==> src/rtl/booth_r4_mult.sv <==
// Radix-4 (modified Booth) sequential multiplier, signed/unsigned per operation, start/ready/done handshake.
// Optional zero-operand short-cut enabled by defining BOOTH_ZERO_SKIP_EN.
module booth_r4_mult #(
    parameter int WIDTH = 4
) (
    input  logic                 clk,
    input  logic                 reset,
    input  logic                 start,
    input  logic                 signed_mode,
    input  logic [WIDTH-1:0]     A,
    input  logic [WIDTH-1:0]     B,
    output logic [2*WIDTH-1:0]   P,
    output logic                 ready,
    output logic                 done
);
    localparam int ITER = WIDTH / 2 + 1;
    localparam int EW   = WIDTH + 2;
    localparam int MW   = WIDTH + 3;
    localparam int AW   = 2 * WIDTH + 4;
    localparam int CW   = $clog2(ITER + 1);

    typedef enum logic {IDLE, CALC} state_t;

    state_t          state;
    logic [CW-1:0]   cnt;
    logic [AW-1:0]   acc;
    logic [AW-1:0]   mcand;
    logic [MW-1:0]   mplier;
    logic [AW-1:0]   pp;
    logic [AW-1:0]   acc_next;
    logic [EW-1:0]   a_ext;
    logic [EW-1:0]   b_ext;
    logic            last_iter;
`ifdef BOOTH_ZERO_SKIP_EN
    logic            zpend;
`endif

    // Two extra MSBs keep the top triplet valid for both unsigned and most-negative signed operands
    assign a_ext     = {{2{signed_mode & A[WIDTH-1]}}, A};
    assign b_ext     = {{2{signed_mode & B[WIDTH-1]}}, B};
    assign last_iter = (cnt == CW'(ITER - 1));

    always_comb begin
        pp = '0;
        case (mplier[2:0])
            3'b001, 3'b010: pp = mcand;
            3'b011:         pp = mcand << 1;
            3'b100:         pp = -(mcand << 1);
            3'b101, 3'b110: pp = -mcand;
            default:        pp = '0;
        endcase
        acc_next = acc + pp;
    end

    always_ff @(posedge clk) begin
        if (!reset) begin
            state  <= IDLE;
            P      <= '0;
            ready  <= 1'b1;
            done   <= 1'b0;
            cnt    <= '0;
            acc    <= '0;
            mcand  <= '0;
            mplier <= '0;
`ifdef BOOTH_ZERO_SKIP_EN
            zpend  <= 1'b0;
`endif
        end else begin
            done <= 1'b0;
            case (state)
                IDLE: begin
                    ready <= 1'b1;
`ifdef BOOTH_ZERO_SKIP_EN
                    // A zero-operand request completes one edge after acceptance; new starts wait for it
                    if (zpend) begin
                        P     <= '0;
                        done  <= 1'b1;
                        zpend <= 1'b0;
                    end else if (start && (A == '0 || B == '0)) begin
                        zpend <= 1'b1;
                    end else if (start) begin
`else
                    if (start) begin
`endif
                        mcand  <= {{(AW - EW){a_ext[EW-1]}}, a_ext};
                        mplier <= {b_ext, 1'b0};
                        acc    <= '0;
                        cnt    <= '0;
                        ready  <= 1'b0;
                        state  <= CALC;
                    end
                end
                CALC: begin
                    acc    <= acc_next;
                    mcand  <= mcand << 2;
                    mplier <= {{2{mplier[MW-1]}}, mplier[MW-1:2]};
                    cnt    <= cnt + CW'(1);
                    if (last_iter) begin
                        P     <= acc_next[2*WIDTH-1:0];
                        done  <= 1'b1;
                        ready <= 1'b1;
                        state <= IDLE;
                    end
                end
                default: state <= IDLE;
            endcase
        end
    end
endmodule

==> config.mk <==
export PLATFORM = sky130hd
export DESIGN_NAME = booth_r4_mult
export DESIGN_NICKNAME = d
export VERILOG_FILES = /design/src/rtl/booth_r4_mult.sv
export SDC_FILE = /design/constraint.sdc
export NUM_CORES = 1
export LEC_CHECK = 0
export BUFFER_PORTS_ARGS = -buffer_cell sky130_fd_sc_hd__clkbuf_2
export CAP_MARGIN = 5
export CORE_MARGIN = 1
export CORE_UTILIZATION = 50
export DETAILED_ROUTE_END_ITERATION = 7
export GPL_TIMING_DRIVEN = 0
export MAX_ROUTING_LAYER = met4
export PLACE_DENSITY_LB_ADDON = 0.25
export SLEW_MARGIN = 20
export SYNTH_ARGS = -nofsm -noshare
export SYNTH_HDL_FRONTEND = slang
export SYNTH_SLANG_ARGS = --single-unit
export TNS_END_PERCENT = 50
==> constraint.sdc <==
create_clock -name clk -period 7.15 [get_ports clk]
set_clock_uncertainty 0.1 [all_clocks]
set_input_delay 0.715 -clock clk [delete_from_list [all_inputs] [get_ports clk]]
set_output_delay 0.715 -clock clk [all_outputs]
set_load 0.1 [all_outputs]
==> flow_summary.ini <==
[cts]
hold_buffers = 0
cts_max_level = 2
clock_sinks = 36
cts.clk_slew.worst_paths_ns = 0.07
numCtsBuffers = 5
cts_root_buf = clkbuf_8
postCtsSetupBuffers = 0
clock_latency_ns = 0.29
cts_tree = built
cts_buffer_depth = 2
cts-resized-gates = 0

[setup_path]
crit_path_start_kind = flip-flop
worstPathArrival_ns = 3.63
cp_max_fo = 8
worst-setup-path-type = flip-flop to flip-flop
required_ns = 7.27
end_kind = flip-flop

[detailed_routing]
via_count = 2006
first_pass_iters = 4
viasPerCell = 5.68
ant_nets = 0
drt_iter0_markers = 80
wl_mm = 5.05
drcViolationCount = 0
routedWlPerCell_um = 14.3

[place]
io_buffers = 20
pre_cts_slack_ns = 3.62
hpwlAfterDp_mm = 3.71
placed_area_um2 = 2430
dp_cells = 346
finalWeightedCongestion = 0.844

[logic_synthesis]
syn_avg_cell_area_um2 = 8.27
synth_ff_type = dfxtp_1
synthArstFlopShare_pct = 0
syn_nets = 296
ys_seq_area_share_pct = 31.8
ys_warn_count = 0
synth-seq-cells = 36
synth_edf_count = 0
synthCells = 274
syn-cell-area_um2 = 2260
ys_types = 49

[timing]
setup_ws_ns = 3.64
max_slew_margin_pct = 64.1
slew_viol_final = 0
hold_violations = 0
tightest_slew_ns = 0.542
setup_viol = 0
rsz0062_at_grt = no
fin_crit_ns = 3.51
fmaxAchievable_mhz = 285
tns_ns = 0
fin_crit_sh_pct = 49.1
fin_hold_ws_ns = 0.351

[floorplan]
die_h_um = 69.3
start_util_pct = 52.0
num_rows = 24
dieArea_um2 = 4800
pin_count = 22
die_x_um = 69.3
core_um2 = 4350

[finish]
syn_to_final_growth_pct = 10.7
instances_no_fill = 353
antenna_cells = 0
postLayoutCoreUtil_pct = 57.6
mostFrequentLayoutCells = 36 x dfxtp_1, 31 x nand2_1, 24 x a21oi_1, 21 x clkbuf_1, 20 x clkbuf_2
drive_gt1_share_pct = 12.0
final_common_cell = dfxtp_1
multi_input_area_um2 = 1430
fillers = 411
fin_area_um2 = 2510
nets = 323
seq_area_um2 = 721

[power_and_ir_drop]
peakVddDrop_v = 0.000163
p_leak_nw = 1.08
power_density_nw_per_um2 = 186
power_mw = 0.466

[worst_hold_path]
holdCritPathClass = flip-flop to flip-flop

[global_routing]
antenna_found_initial = 0
grt_usage_pct = 22.9
grt_pass1_vias = 1812
grt-ovfl-total = 0
grt_pass1_wl_mm = 8.55
grt_max_degree = 11

[outcome]
status = finished clean

[job]
maxCapViolCount = 0
==> layout make-up <==
type	instances	share of cell area, %
clock buffers	6	2.89
multi-input cells	209	56.9
inverters	7	1.05
flip-flops and latches	36	28.7
repair buffers	20	3.99
clock inverters	1	0.200
well taps	52	2.59
plain buffers	22	3.64
==> per-layer routing <==
layer  global-route usage, %  part of all wire (%)  vias to the layer above
li1                        -                     -                     1021
met1                    30.5                    49                      927
met2                    33.1                    44                       46
met3                    4.80                   4.0                       12
met4                    11.3                   2.2                        0
met5                       -                     0                        -
==> report_power, final <==
group / switching, mW / internal, mW
Sequential: 0.00636 / 0.210
Combinational: 0.0678 / 0.0467
Clock: 0.0690 / 0.0662
==> final timing paths <==
| check | from | end | slack [ns] | cells past startpoint |
|---|---|---|---|---|
| worst max-delay path | mcand[0] | acc[7] | 3.64 | 14 |
| worst min-delay path | ready | ready | 0.35 | 2 |
| worst max register to register | mcand[0] | acc[7] | 3.64 | 14 |
| worst min register to register | ready | ready | 0.35 | 2 |
==> registers in the layout, summed over array words and instances, names as in the netlist <==
| signal | flops |
|---|---|
| mcand | 8 |
| ready | 1 |
| mplier | 7 |
| done | 1 |
| state | 1 |
| acc | 8 |
| P | 8 |
| cnt | 2 |
==> critical path, cell delays in order (launching register included) <==
cell	delay, ns
dfxtp_1	0.31
clkbuf_1	0.31
inv_1	0.08
ha_1	0.27
nand2_1	0.09
xnor2_1	0.13
nor2_1	0.08
mux4_2	0.50
ha_1	0.35
o21a_1	0.21
o21a_1	0.16
o22ai_1	0.25
and3b_1	0.23
or2_0	0.21
o211ai_1	0.16
==> logic make-up after synthesis <==
family,Yosys count,share of synthesized area [%]
adder cells (fa/ha/maj),10,5.86
flip-flops,36,31.8
AO/OA/AOI/OAI,80,23.1
AND/OR/NAND/NOR,94,21.7
XOR/XNOR,12,5.25
buffers and inverters,29,5.19
multiplexers,13,7.02
==> cells in the mapped netlist, drive strengths merged, types with 2 or more instances <==
cell type / instances / area [um2]
dfxtp: 36 / 721
clkbuf: 20 / 75.1
a21o: 3 / 22.5
mux2: 3 / 33.8
o211ai: 4 / 30.0
nand3: 3 / 15.0
o21ai: 14 / 70.1
o211a: 5 / 50.1
nor2b: 7 / 43.8
or2: 2 / 12.5
xnor2: 6 / 52.6
a211oi: 2 / 15.0
nand2: 31 / 116
mux2i: 8 / 80.1
o21bai: 3 / 22.5
o21a: 7 / 52.6
inv: 7 / 26.3
nor3b: 11 / 82.6
mux4: 2 / 45.0
a21boi: 10 / 75.1
a21oi: 24 / 120
nor3: 5 / 25.0
or3: 3 / 23.8
and3: 4 / 25.0
nor2: 14 / 52.6
ha: 9 / 113
buf: 2 / 16.3
and2: 7 / 45.1
nand2b: 2 / 12.5
xor2: 5 / 43.8
o22ai: 2 / 12.5
(Power assumes the default switching activity.)
